**src/rtl/mode_stepper.sv**
```systemverilog
// mode_stepper: debounced push-button (or stage-done) driven mode counter that
// steps the phase controller through its phases, saturating at MAX_MODE.
module mode_stepper #(
    parameter int unsigned DEBOUNCE_CYCLES = 1000000,
    parameter int unsigned MAX_MODE        = 4,
    parameter bit          GATE_ON_DONE    = 1'b1
) (
    input  logic       clk,
    input  logic       rst,
    input  logic       btn_raw,
    input  logic       stage_done,
    input  logic       auto_en,
    input  logic       clr,
    output logic [2:0] mode_num,
    output logic       mode_change,
    output logic       press_pulse,
    output logic       press_rejected,
    output logic       all_done
);

    localparam int unsigned CntW = $clog2(DEBOUNCE_CYCLES + 1);
    localparam logic [CntW-1:0] CntLast = CntW'(DEBOUNCE_CYCLES - 1);
    localparam logic [2:0] ModeMax = 3'(MAX_MODE);

    typedef enum logic [1:0] {
        StReleased,
        StPressChk,
        StPressed,
        StReleaseChk
    } deb_state_e;

    deb_state_e      deb_state_q;
    logic [CntW-1:0] cnt_q;
    logic            btn_meta_q;
    logic            btn_sync_q;
    logic            stage_done_q;

    logic            gate_ok;
    logic            press_ok;
    logic            done_rise;
    logic            adv;
    logic            can_step;
    logic [2:0]      mode_d;
    logic            mode_change_d;
    logic            press_rejected_d;

    // Two-flop synchroniser for the asynchronous button input.
    always_ff @(posedge clk or posedge rst) begin
        if (rst) begin
            btn_meta_q <= 1'b0;
            btn_sync_q <= 1'b0;
        end else begin
            btn_meta_q <= btn_raw;
            btn_sync_q <= btn_meta_q;
        end
    end

    // Debounce FSM: a level must hold DEBOUNCE_CYCLES before it is believed;
    // one press_pulse is issued on each confirmed press.
    always_ff @(posedge clk or posedge rst) begin
        if (rst) begin
            deb_state_q <= StReleased;
            cnt_q       <= '0;
            press_pulse <= 1'b0;
        end else begin
            press_pulse <= 1'b0;
            unique case (deb_state_q)
                StReleased: begin
                    if (btn_sync_q) begin
                        deb_state_q <= StPressChk;
                        cnt_q       <= '0;
                    end
                end
                StPressChk: begin
                    if (!btn_sync_q) begin
                        deb_state_q <= StReleased;
                    end else if (cnt_q == CntLast) begin
                        deb_state_q <= StPressed;
                        press_pulse <= 1'b1;
                    end else begin
                        cnt_q <= cnt_q + 1'b1;
                    end
                end
                StPressed: begin
                    if (!btn_sync_q) begin
                        deb_state_q <= StReleaseChk;
                        cnt_q       <= '0;
                    end
                end
                StReleaseChk: begin
                    // A bounce back high returns to Pressed without a new pulse.
                    if (btn_sync_q) begin
                        deb_state_q <= StPressed;
                    end else if (cnt_q == CntLast) begin
                        deb_state_q <= StReleased;
                    end else begin
                        cnt_q <= cnt_q + 1'b1;
                    end
                end
            endcase
        end
    end

    // Next-mode decode: clear wins over advance; press and auto advance in the
    // same cycle merge into a single step.
    always_comb begin
        gate_ok          = (GATE_ON_DONE == 1'b0) || stage_done || (mode_num == 3'd0);
        press_ok         = press_pulse && gate_ok;
        done_rise        = stage_done && !stage_done_q;
        adv              = press_ok || (auto_en && done_rise);
        can_step         = (mode_num < ModeMax);
        mode_d           = mode_num;
        mode_change_d    = 1'b0;
        press_rejected_d = press_pulse && (clr || !gate_ok || !can_step);
        if (clr) begin
            mode_d        = 3'd0;
            mode_change_d = (mode_num != 3'd0);
        end else if (adv && can_step) begin
            mode_d        = mode_num + 3'd1;
            mode_change_d = 1'b1;
        end
    end

    // Registered mode state, strobes and the done edge detector.
    always_ff @(posedge clk or posedge rst) begin
        if (rst) begin
            mode_num       <= 3'd0;
            mode_change    <= 1'b0;
            press_rejected <= 1'b0;
            all_done       <= 1'b0;
            stage_done_q   <= 1'b0;
        end else begin
            mode_num       <= mode_d;
            mode_change    <= mode_change_d;
            press_rejected <= press_rejected_d;
            all_done       <= (mode_d == ModeMax);
            stage_done_q   <= clr ? 1'b0 : stage_done;
        end
    end

endmodule

```
**config.mk**
```make
export PLATFORM = sky130hd
export DESIGN_NAME = mode_stepper
export DESIGN_NICKNAME = d
export VERILOG_FILES = /design/src/rtl/mode_stepper.sv
export SDC_FILE = /design/constraint.sdc
export NUM_CORES = 1
export LEC_CHECK = 0
export BUFFER_PORTS_ARGS = -buffer_cell sky130_fd_sc_hd__buf_4
export CORE_MARGIN = 2
export CORE_UTILIZATION = 40
export CTS_BUF_LIST = sky130_fd_sc_hd__clkbuf_8 sky130_fd_sc_hd__clkbuf_16
export CTS_CLUSTER_SIZE = 30
export DETAILED_ROUTE_END_ITERATION = 8
export SLEW_MARGIN = 15
export SYNTH_ARGS = -nofsm -noshare
export SYNTH_HDL_FRONTEND = slang
export SYNTH_SLANG_ARGS = --single-unit
```
**constraint.sdc**
```tcl
create_clock -name clk -period 2.45 [get_ports clk]
set_input_delay 0.1225 -clock clk [delete_from_list [all_inputs] [get_ports clk]]
set_output_delay 0.1225 -clock clk [all_outputs]
set_load 0.01 [all_outputs]
```
-- Word-level counts from Yosys, hierarchy flattened
Cells that the tools add are included.
- bitwise operators: 0
- $mul: 0
- reductions and logical operators: 17
- shift operators: 0
- magnitude comparators: 1
- div/mod/pow operators: 0
- muxes and demuxes: 21
- eq/ne operators: 11
- $add $sub $neg: 2
- operators by type and width (kind ; number):
    $mux 20 ; 5
    $pmux 20 s4 ; 1
    $add 20x1->20 const B ; 1
    $eq 20x20->1 const B ; 1
    $mux 2 ; 6
    $ne 2x2->1 const B ; 4
    $pmux 2 s4 ; 1
    $reduce_and 4->1 ; 2
    $mux 1 ; 6
    $mux 3 ; 2
    $ne 3x3->1 const B ; 2
    $logic_and 1x1->1 ; 5
    $eq 2x2->1 const B ; 2
    $logic_or 1x1->1 ; 4
    $add 3x1->3 const B ; 1
    $eq 3x3->1 const B ; 1
    $logic_not 1->1 ; 3
    $logic_not 3->1 ; 1
    $lt 3x3->1 const B ; 1
    $reduce_bool 3->1 ; 1
    $eq 2x1->1 const B ; 1
    $logic_not 2->1 ; 1
- memories: 0
- bits in writable memories: 0
- flip-flop bits (word level): 32
- output and inout bits: 7
- logic and storage cells: 62
- bits in latches: 0
- bits of input ports: 6
- ROM bits: 0

-- Logic depth before layout (Yosys ltp)
Gate-level depths: netlist of the first run.
- depth after elaboration: 8
- gate-level depth with buffers: 7

-- Worst setup path after synthesis of the first run
No wires, ideal clock.
- kind: reg-to-reg
- start: register cnt_q[0]
- end: register cnt_q[5]
- arrival: 1922 ps
- cell stages (with the launch flop): 7
- clock period less this slack: 2075 ps
- slack: 375 ps
- library setup time: 153 ps
- path through: dfrtp_1 -> ha_1 -> nand3_1 -> or4_1 -> o211ai_1 -> or3_2 -> o221ai_1
- word-level cells in the longest chain between the ends: 4
- elaborated cells between the ends (all ways): 6
- RTL lines (item ; RTL line ; source):
    start, declared ; 33 ; logic [CntW-1:0] cnt_q;
    start signal, assigned ; 81 ; cnt_q <= cnt_q + 1'b1;
    start signal, assigned ; 97 ; cnt_q <= cnt_q + 1'b1;
    $add 20x1->20 / $eq 20x20->1 (equally long branches) ; - ;
    $mux 20 * ; 77, 94 ;
    $mux 20 (on tied branches) ; 92, 75 ;
    $pmux 20 s4 * ; 67 ; unique case (deb_state_q)
Mark *: on every way between the ends. The rest lies on a longest branch, timed or not. The select of a mux whose other input is x is not followed.
A chain may end at the register's enable or synchronous reset.

-- Worst setup path after layout of the first run
- start: register cnt_q[4]
- end: register cnt_q[19]
Same word-level chain as after synthesis.

==> metrics.md, run 1 <==
| Metric | Value |
|---|---|
| WS Path Type | reg -> reg |
| Post-Syn Area | 1690 um^2 |
| Core Box Area | a little over 4000 um^2 |
| Clock-pin transition on the worst setup and hold timing paths | 0.07 ns |
| Worst setup EP type | flip-flop |
| Final hold violations | 0 |
| Die Y | just under 70 um |
| HP Class | in -> reg |
| Total power | 1.07 mW |
| Share of layout cells above drive strength 1 | approximately a fifth |
| Syn_nets | 177 |
| CP Max Fanout | 7 |
| GPL Wtd Cong | 0.842 |
| Gate Count Post-Synth | 168 |
| CP required | ~2.7 ns |
| Number of CTS-inserted buffers | 5 |
| RSZ-0062 raised after global routing | false |
| Fin crit share | 88.2% |
| Pre-antenna DRT Iters | 4 |
| Buffers on Ports | 12 |
| EDFF count, synth | 0 |
| Post-layout util | approximately 49% |
| Ant diodes | 0 |
| Fin worst setup slack | 0.289 ns |
| Clk buf depth | 2 |
| Setup TNS | 0 ns |
| Arrival time worst endpoint | around 2.4 ns |
| Synth-to-layout area growth | 16.0% |
| Row cnt | 23 |
| Initial antenna violation count | 0 |
| Slew headroom | 70.0% |
| Hold slack | 0.0335 ns |
| Largest net degree at the start of global routing | 33 |
| Post-route ant nets | 0 |
| Static Leak | roughly 0.86 nW |
| CTS H-Tree Depth | 2 |
| Placed insts | 232 |
| CP Launch Type | flip-flop |
| Avg Vias per Cell | 5.54 |
| Largest reg by FF count | cnt_q |
| Fmax | 463 MHz |
| WL final | 3440 um |
| FF+latch area | 801 um^2 |
| Clk_lat worst skew | 0.29 ns |
| Clk root buf | clkbuf_8 |
| Largest register FFs | 20 |
| Initial Utilization | a little over two fifths |
| Area contributors post-synth | dfrtp_1 (47%), nand2_1 (3.8%), o31ai_1 (2.7%) |
| Worst Skew | 0.00569 ns |
| WL/cell | 14.2 um |
| Commonest non-fill, non-tap cell in the layout | dfrtp_1 |
| Share of Yosys cell area claimed by the top area cell type | 47.3% |
| Pins Over Slew Limit | 0 |
| Pre-CTS setup slack | around 0.32 ns |
| Run status | finished clean |
| Post-layout min period | 2.16 ns |
| Grt ovf | 0 |
| Non-Filler Cell Area, Final | slightly below 2000 um^2 |
| DP HPWL | 2420 um |
| Multi-input logic area | 816 um^2 |
| Most frequent cells in the layout | dfrtp_1 (32), buf_4 (19), nand2_1 (17), nor2_1 (10) |
| Top_reg_cell synth | dfrtp_1 |
| CTS tree | yes |
| Fillers | between 300 and 400 |
| Worst Max-Slew Pin Slew | 0.450 ns |
| First-pass GRT wire length | 6030 um |
| DP Area | 1850 um^2 |
| DIE WIDTH | 69.1 um |
| Pwr Density | 545 nW/um^2 |
| Finish-stage setup viols | 0 |
| Max-cap violations | 0 |
| Peak supply drop | between 0.4 and 0.5 mV |
| Vias in the first global route | 1283 |
| CTS sink count | 32 |
| Synth warn | 0 |
| Remaining DRCs | 0 |
| Initial drt markers | 64 |
| Finished Layout Cells | about 240 |
| Full die area | 4770 um^2 |
| Unique masters post-synth | 47 |
| Mapped Avg Cell Area | between 10 and 15 um^2 |
| I/O Pins | 13 |
| Via count | 1341 |
| Postcts setup bufs | 0 |
| Regs by FF count | cnt_q (20), mode_num (3) |
| Sequential area share after synthesis | 47.3% |
| Synth area leader | dfrtp_1 |
| FF+latch count, synth | 32 |
| Total GRT Usage | ~16% |
| Final nets | 200 |
| Async set-reset flop share out of synthesis | 100% |
[worst max-delay path: stages, from the launching register on]
cell	delay, ns
dfrtp_1	0.46
nand4_2	0.17
or4_1	0.68
or4_1	0.54
o21ai_1	0.13
a22o_1	0.13
[worst paths after layout]
kind | from | end | slack [ns] | cells past startpoint
setup / recovery | cnt_q[4]$_DFFE_PP0P_ | cnt_q[19]$_DFFE_PP0P_ | 0.29 | 5
hold / removal | clr | mode_num[0]$_DFF_PP0_ | 0.03 | 2
setup reg to reg | cnt_q[4]$_DFFE_PP0P_ | cnt_q[19]$_DFFE_PP0P_ | 0.29 | 5
hold reg to reg | btn_meta_q$_DFF_PP0_ | btn_sync_q$_DFF_PP0_ | 0.36 | 0
max in group asynchronous | rst | cnt_q[4]$_DFFE_PP0P_ | 1.70 | 4
min in group asynchronous | rst | cnt_q[19]$_DFFE_PP0P_ | 0.47 | 4
[cell type report]
class,instances,share of cell area [%]
well taps,50,3.18
clock inverters,3,1.21
multi-input cells,123,41.5
clock buffers,5,3.50
repair buffers,21,8.28
flip-flops and latches,32,40.8
inverters,8,1.53
[synthesized netlist by cell type, types with 3 or more instances]
| library cell | instances |
|---|---|
| o21ai_0 | 8 |
| dfrtp_1 | 32 |
| nor2_1 | 10 |
| xor2_1 | 5 |
| o21a_1 | 4 |
| nor4_1 | 4 |
| o31ai_1 | 6 |
| mux2_2 | 3 |
| ha_1 | 3 |
| nand3_1 | 8 |
| or4_1 | 4 |
| a22o_1 | 4 |
| inv_1 | 8 |
| nand4_1 | 4 |
| nand4b_1 | 3 |
| a21oi_1 | 3 |
| nor2b_1 | 3 |
| nand2_1 | 17 |
| o211ai_1 | 3 |
[kinds of logic after synthesis]
kind of cell | share of synthesized area, %
AND/OR/NAND/NOR | 23.1
AO/OA/AOI/OAI | 16.0
flip-flops | 47.3
buffers and inverters | 4.51
XOR/XNOR | 3.62
multiplexers | 3.18
adder cells (fa/ha/maj) | 2.22
[routing by layer]
layer | global-route usage, % | routed length (um) | vias up
met5 | 0 | 0 | -
met2 | 21.9 | 1520 | 31
met1 | 22.5 | 1710 | 638
li1 | - | - | 667
met3 | 4.53 | 156 | 5
met4 | 6.32 | 44 | 0
[power breakdown]
part           internal, mW  switching (mW)
Combinational        0.0412          0.0495
Clock                 0.201           0.209
Sequential            0.548          0.0228
[what timing repair did]
| item | in CTS | in global routing |
|---|---|---|
| hold endpoints to repair | 33 | 0 |
| hold buffers | 2 | 0 |
| gates resized for setup | 0 | 0 |
Note: power is estimated with default switching activity, not from simulation.
==> run 2: changes to the inputs <==
Settings changed: HOLD_SLACK_MARGIN set to 0.12, PLACE_DENSITY_LB_ADDON set to 0.05.
==> metrics.md, run 2 (synthesis gave the netlist of run 1 again) <==
| Metric | Value |
|---|---|
| CTS resizes | 0 (unchanged) |
| HP Class | reg -> reg |
| CTS sink count | 32 (unchanged) |
| Hold-fix buffers, CTS | 4 (+2) |
| Run status | finished clean |
| CP Max Fanout | 7 (unchanged) |
| Max-cap violations | 0 (unchanged) |
| Worst setup EP type | flip-flop |
| Ant diodes | 0 (unchanged) |
| First-pass GRT wire length | 6140 um (+1.8%) |
| Pre-antenna DRT Iters | 4 (unchanged) |
| Final hold violations | 0 (unchanged) |
| Commonest non-fill, non-tap cell in the layout | dfrtp_1 |
| Fin crit share | 88.3% (about the same) |
| Vias in the first global route | 1303 (+1.6%) |
| Most frequent cells in the layout | dfrtp_1 (32), buf_4 (19), nand2_1 (17), nor2_1 (10), inv_1 (10) |
| Post-layout util | 49.2% (+0.43 points) |
| Regs by FF count | cnt_q (20), mode_num (3) |
| Clock-pin transition on the worst setup and hold timing paths | 0.07 ns (about the same) |
| Synth-to-layout area growth | 17.1% |
| Avg Vias per Cell | 5.66 (+2.1%) |
| WL/cell | 14.7 um (+3.4%) |
| Row cnt | 23 (unchanged) |
| WL final | 3580 um (+4.2%) |
| Largest register FFs | 20 (unchanged) |
| Clk root buf | clkbuf_8 |
| Initial drt markers | 91 (+42%) |
| Remaining DRCs | 0 (unchanged) |
| DP Area | 1850 um^2 (unchanged) |
| Static Leak | 0.877 nW (+2.5%) |
| Grt ovf | 0 (unchanged) |
| Die Y | 69.1 um (unchanged) |
| Final nets | 202 (+1.0%) |
| CTS tree | yes |
| Post-route ant nets | 0 (unchanged) |
| Core Box Area | 4030 um^2 (unchanged) |
| Buffers on Ports | 12 (unchanged) |
| Initial Utilization | 42.0% (unchanged) |
| Clk_lat worst skew | 0.28 ns (about the same) |
| WS Path Type | reg -> reg |
| RSZ-0062 raised after global routing | false |
| CP Launch Type | flip-flop |
| Total GRT Usage | 16.2% (+0.57 points) |
| Share of layout cells above drive strength 1 | 18.0% (-1.2 points) |
| Hold slack | 0.359 ns (+0.325 ns) |
| DP HPWL | 2460 um (+1.6%) |
| Largest reg by FF count | cnt_q |
| Arrival time worst endpoint | 2.39 ns (about the same) |
| Non-Filler Cell Area, Final | 1980 um^2 (+0.89%) |
| Post-layout min period | 2.16 ns (+0.00194 ns) |
| Fmax | 462 MHz (about the same) |
| GPL Wtd Cong | 0.827 (-1.8%) |
| Placed insts | 232 (unchanged) |
| Finished Layout Cells | 244 (+0.83%) |
| Via count | 1380 (+2.9%) |
| Full die area | 4770 um^2 (unchanged) |
| Pwr Density | 543 nW/um^2 (-0.45%) |
| Setup TNS | 0 ns (unchanged) |
| DIE WIDTH | 69.1 um (unchanged) |
| Pins Over Slew Limit | 0 (unchanged) |
| CP required | 2.67 ns (about the same) |
| Finish-stage setup viols | 0 (unchanged) |
| Worst Skew | 0.00186 ns (-0.00383 ns) |
| Postcts setup bufs | 0 (unchanged) |
| Initial antenna violation count | 0 (unchanged) |
| Slew headroom | 72.3% (+2.3 points) |
| Clk buf depth | 2 (unchanged) |
| Largest net degree at the start of global routing | 33 (unchanged) |
| CTS H-Tree Depth | 2 (unchanged) |
| Peak supply drop | 0.288 mV (-37%) |
| Number of CTS-inserted buffers | 5 (unchanged) |
| Worst Max-Slew Pin Slew | 0.416 ns (-0.0342 ns) |
| I/O Pins | 13 (unchanged) |
==> run 2: cell types whose count changed in the layout (fill, tap and decap cells not counted) <==
cell / before / now
inv_1: 8 / 10
clkbuf_8: 5 / 6
dlygate4sd3_1: 2 / 4
clkinv_4: 1 / 0
clkinvlp_4: 2 / 0
==> run 2: area by class of cell <==
cell class	instances	area [um^2]
Timing Repair Buffer	23	183
Sequential cell	32	801
Clock inverter	2	7.51
Fill cell	407	2050
Inverter	8	30.0
Multi-Input combinational cell	123	816
Tap cell	50	62.6
Clock buffer	6	82.6
==> run 2: final timing paths <==
kind                                      start                    end  slack, ns  cells after the start
min in group asynchronous                   rst   cnt_q[2]$_DFFE_PP0P_       0.49                      4
max in group asynchronous                   rst   cnt_q[9]$_DFFE_PP0P_       1.67                      4
hold reg to reg            btn_meta_q$_DFF_PP0_   btn_sync_q$_DFF_PP0_       0.36                      0
setup reg to reg           cnt_q[5]$_DFFE_PP0P_  cnt_q[19]$_DFFE_PP0P_       0.29                      5
hold / removal             btn_meta_q$_DFF_PP0_   btn_sync_q$_DFF_PP0_       0.36                      0
setup / recovery           cnt_q[5]$_DFFE_PP0P_  cnt_q[19]$_DFFE_PP0P_       0.29                      5
==> run 2: power breakdown <==
group          internal (mW)  switching [mW]  total, mW
sequential             0.549          0.0235      0.572
combinational         0.0433          0.0496     0.0930
clock                  0.221           0.190      0.411
==> run 2: worst max-delay path, stage by stage, from the launching register on <==
cell and delay (ns):
dfrtp_1 0.46, nand4_2 0.18, or4_1 0.67, or4_1 0.54
o21ai_1 0.13, a22o_1 0.13
==> run 2: metal layers <==
layer  track usage [%]  vias to the layer above  wire, um
met1              21.4                      671      1710
met2              24.9                       32      1630
met4              6.54                        0        55
li1                  -                      672         -
met5                 0                        -         0
met3              4.53                        5       180
==> run 2: stage by stage <==
step / setup slack (ns) / power, mW
floorplan: 0.375 / 0.637
detailed placement: 0.312 / 0.671
global placement: 0.373 / 0.667
CTS: 0.300 / 1.09
global route: 0.158 / 1.13
finish: 0.287 / 1.08
==> run 3: changes to the inputs <==
Settings changed: CORE_ASPECT_RATIO set to 0.5.
==> metrics.md, run 3 (synthesis gave the netlist of run 1 again) <==
| Metric | Value |
|---|---|
| Slew headroom | 69.8% (-2.5 points) |
| Initial antenna violation count | 0 (unchanged) |
| Postcts setup bufs | 0 (unchanged) |
| CTS tree | yes |
| Largest reg by FF count | cnt_q |
| Hold Crit Depth | 0 (unchanged) |
| First-pass GRT wire length | 6090 um (-0.91%) |
| Arrival time worst endpoint | 2.40 ns (about the same) |
| Worst setup EP type | flip-flop |
| CP Launch Type | flip-flop |
| Core Box Area | 3980 um^2 (-1.1%) |
| Worst Max-Slew Pin Slew | 0.453 ns (+0.0372 ns) |
| Vias in the first global route | 1247 (-4.3%) |
| Synth-to-layout area growth | 18.6% |
| Regs by FF count | cnt_q (20), mode_num (3) |
| HP Class | reg -> reg |
| Final hold violations | 0 (unchanged) |
| Worst R2R Setup Slack | 0.28 ns (about the same) |
| R2R depth | 5 (unchanged) |
| Hold slack | 0.351 ns (-0.00742 ns) |
| Clk_lat worst skew | 0.28 ns (about the same) |
| Fin crit share | 88.6% (+0.35 points) |
| Run status | finished clean |
| CP startpoint | cnt_q[7]$_DFFE_PP0P_ |
| Remaining DRCs | 0 (unchanged) |
| GPL Wtd Cong | 0.795 (-3.9%) |
| Number of CTS-inserted buffers | 5 (unchanged) |
| Final nets | 202 (unchanged) |
| Worst r2r src | cnt_q[7]$_DFFE_PP0P_ |
| Commonest non-fill, non-tap cell in the layout | dfrtp_1 |
| Hold path startpoint | btn_meta_q$_DFF_PP0_ |
| Buffers on Ports | 12 (unchanged) |
| Clk root buf | clkbuf_8 |
| Total GRT Usage | 16.9% (+0.78 points) |
| CTS resizes | 0 (unchanged) |
| Grt ovf | 0 (unchanged) |
| Peak supply drop | 0.178 mV (-38%) |
| Max-cap violations | 0 (unchanged) |
| CP required | 2.68 ns (about the same) |
| Full die area | 4800 um^2 (+0.66%) |
| WL final | 3590 um (+0.14%) |
| Most frequent cells in the layout | dfrtp_1 (32), buf_4 (19), nand2_1 (17), nor2_1 (10) |
| DIE WIDTH | 96 um (+39%) |
| Via count | 1363 (-1.2%) |
| Static Leak | 0.878 nW (about the same) |
| Initial drt markers | 98 (+7.7%) |
| Pre-antenna DRT Iters | 4 (unchanged) |
| CTS sink count | 32 (unchanged) |
| WS Path Type | reg -> reg |
| Post-route ant nets | 0 (unchanged) |
| Pwr Density | 582 nW/um^2 (+7.2%) |
| Worst Skew | 0.00566 ns (+0.00380 ns) |
| WL/cell | 14.5 um (-1.5%) |
| Initial Utilization | 42.5% (+0.48 points) |
| Clock-pin transition on the worst setup and hold timing paths | 0.07 ns (about the same) |
| CTS H-Tree Depth | 2 (unchanged) |
| R2R Path End | cnt_q[19]$_DFFE_PP0P_ |
| Fmax | 461 MHz (-0.39%) |
| CP Max Fanout | 7 (unchanged) |
| WHS Endpoint | btn_sync_q$_DFF_PP0_ |
| I/O Pins | 13 (unchanged) |
| DP HPWL | 2440 um (-0.77%) |
| RSZ-0062 raised after global routing | false |
| Largest register FFs | 20 (unchanged) |
| Pins Over Slew Limit | 0 (unchanged) |
| Largest net degree at the start of global routing | 33 (unchanged) |
| Post-layout min period | 2.17 ns (+0.00852 ns) |
| Die Y | 50 um (-28%) |
| Avg Vias per Cell | 5.50 (-2.8%) |
| Share of layout cells above drive strength 1 | 19.1% (+1.0 points) |
| Total power | 1.17 mW (+8.6%) |
| Setup TNS | 0 ns (unchanged) |
| Fillers | 373 (-8.4%) |
| Clk buf depth | 2 (unchanged) |
| Row cnt | 16 (-30%) |
| Ant diodes | 0 (unchanged) |
| Finish-stage setup viols | 0 (unchanged) |
## run 3: layout make-up
cell class	instances	area [um^2]	share of cell area, %
repair buffers	23	183	9.10
multi-input cells	123	816	40.6
clock buffers	5	68.8	3.43
inverters	8	30.0	1.50
flip-flops and latches	32	801	39.9
clock inverters	3	42.5	2.12
well taps	54	67.6	3.36
## run 3: critical path, cell delays in order, from the launching register on
cell and delay, ns:
dfrtp_1 0.46, nand4_2 0.19, or4_1 0.68, or4_1 0.53
o21ai_1 0.13, a22o_1 0.13
## run 3: how the worst max path moves through the flow
stage | endpoint | slack, ns | cells past startpoint
2_1_floorplan | cnt_q[5]$_DFFE_PP0P_ | 0.37 | 6
3_3_place_gp | cnt_q[19]$_DFFE_PP0P_ | 0.36 | 5
3_5_place_dp | cnt_q[19]$_DFFE_PP0P_ | 0.31 | 5
4_1_cts | cnt_q[19]$_DFFE_PP0P_ | 0.30 | 5
5_1_grt | cnt_q[19]$_DFFE_PP0P_ | 0.14 | 5
6_report | cnt_q[19]$_DFFE_PP0P_ | 0.28 | 5
## run 3: timing repair
item,in CTS,in global routing
endpoints found under the hold margin,36,0
hold buffers,4,0
endpoints found under the setup margin,0,0
## run 3: through the flow
step / area (um^2) / utilization (%) / std cells / setup slack (ns)
6_report: 2010 / 50.4 / 248 / 0.279
5_1_grt: 2010 / 50.4 / 248 / 0.142
4_1_cts: 2010 / 50.4 / 248 / 0.298
3_5_place_dp: 1860 / 46.6 / 236 / 0.310
3_3_place_gp: 1860 / 46.6 / 236 / 0.364
2_1_floorplan: 1690 / - / 168 / 0.375
## run 3: where the power goes
| part | total (mW) | internal, mW | switching [mW] | leakage [nW] |
|---|---|---|---|---|
| combinational | 0.0921 | 0.0432 | 0.0488 | 0.389 |
| clock | 0.505 | 0.301 | 0.204 | 0.0541 |
| sequential | 0.571 | 0.548 | 0.0229 | 0.435 |
| total | 1.17 | 0.892 | 0.276 | 0.878 |
## run 3: per-layer routing
layer  up-vias  routed length, um  global-route usage, %
li1        671                  -                      -
met1       656               1900                   25.7
met2        34               1430                   22.9
met3         2                237                   6.42
met4         0                 12                   2.86
met5         -                  0                      0
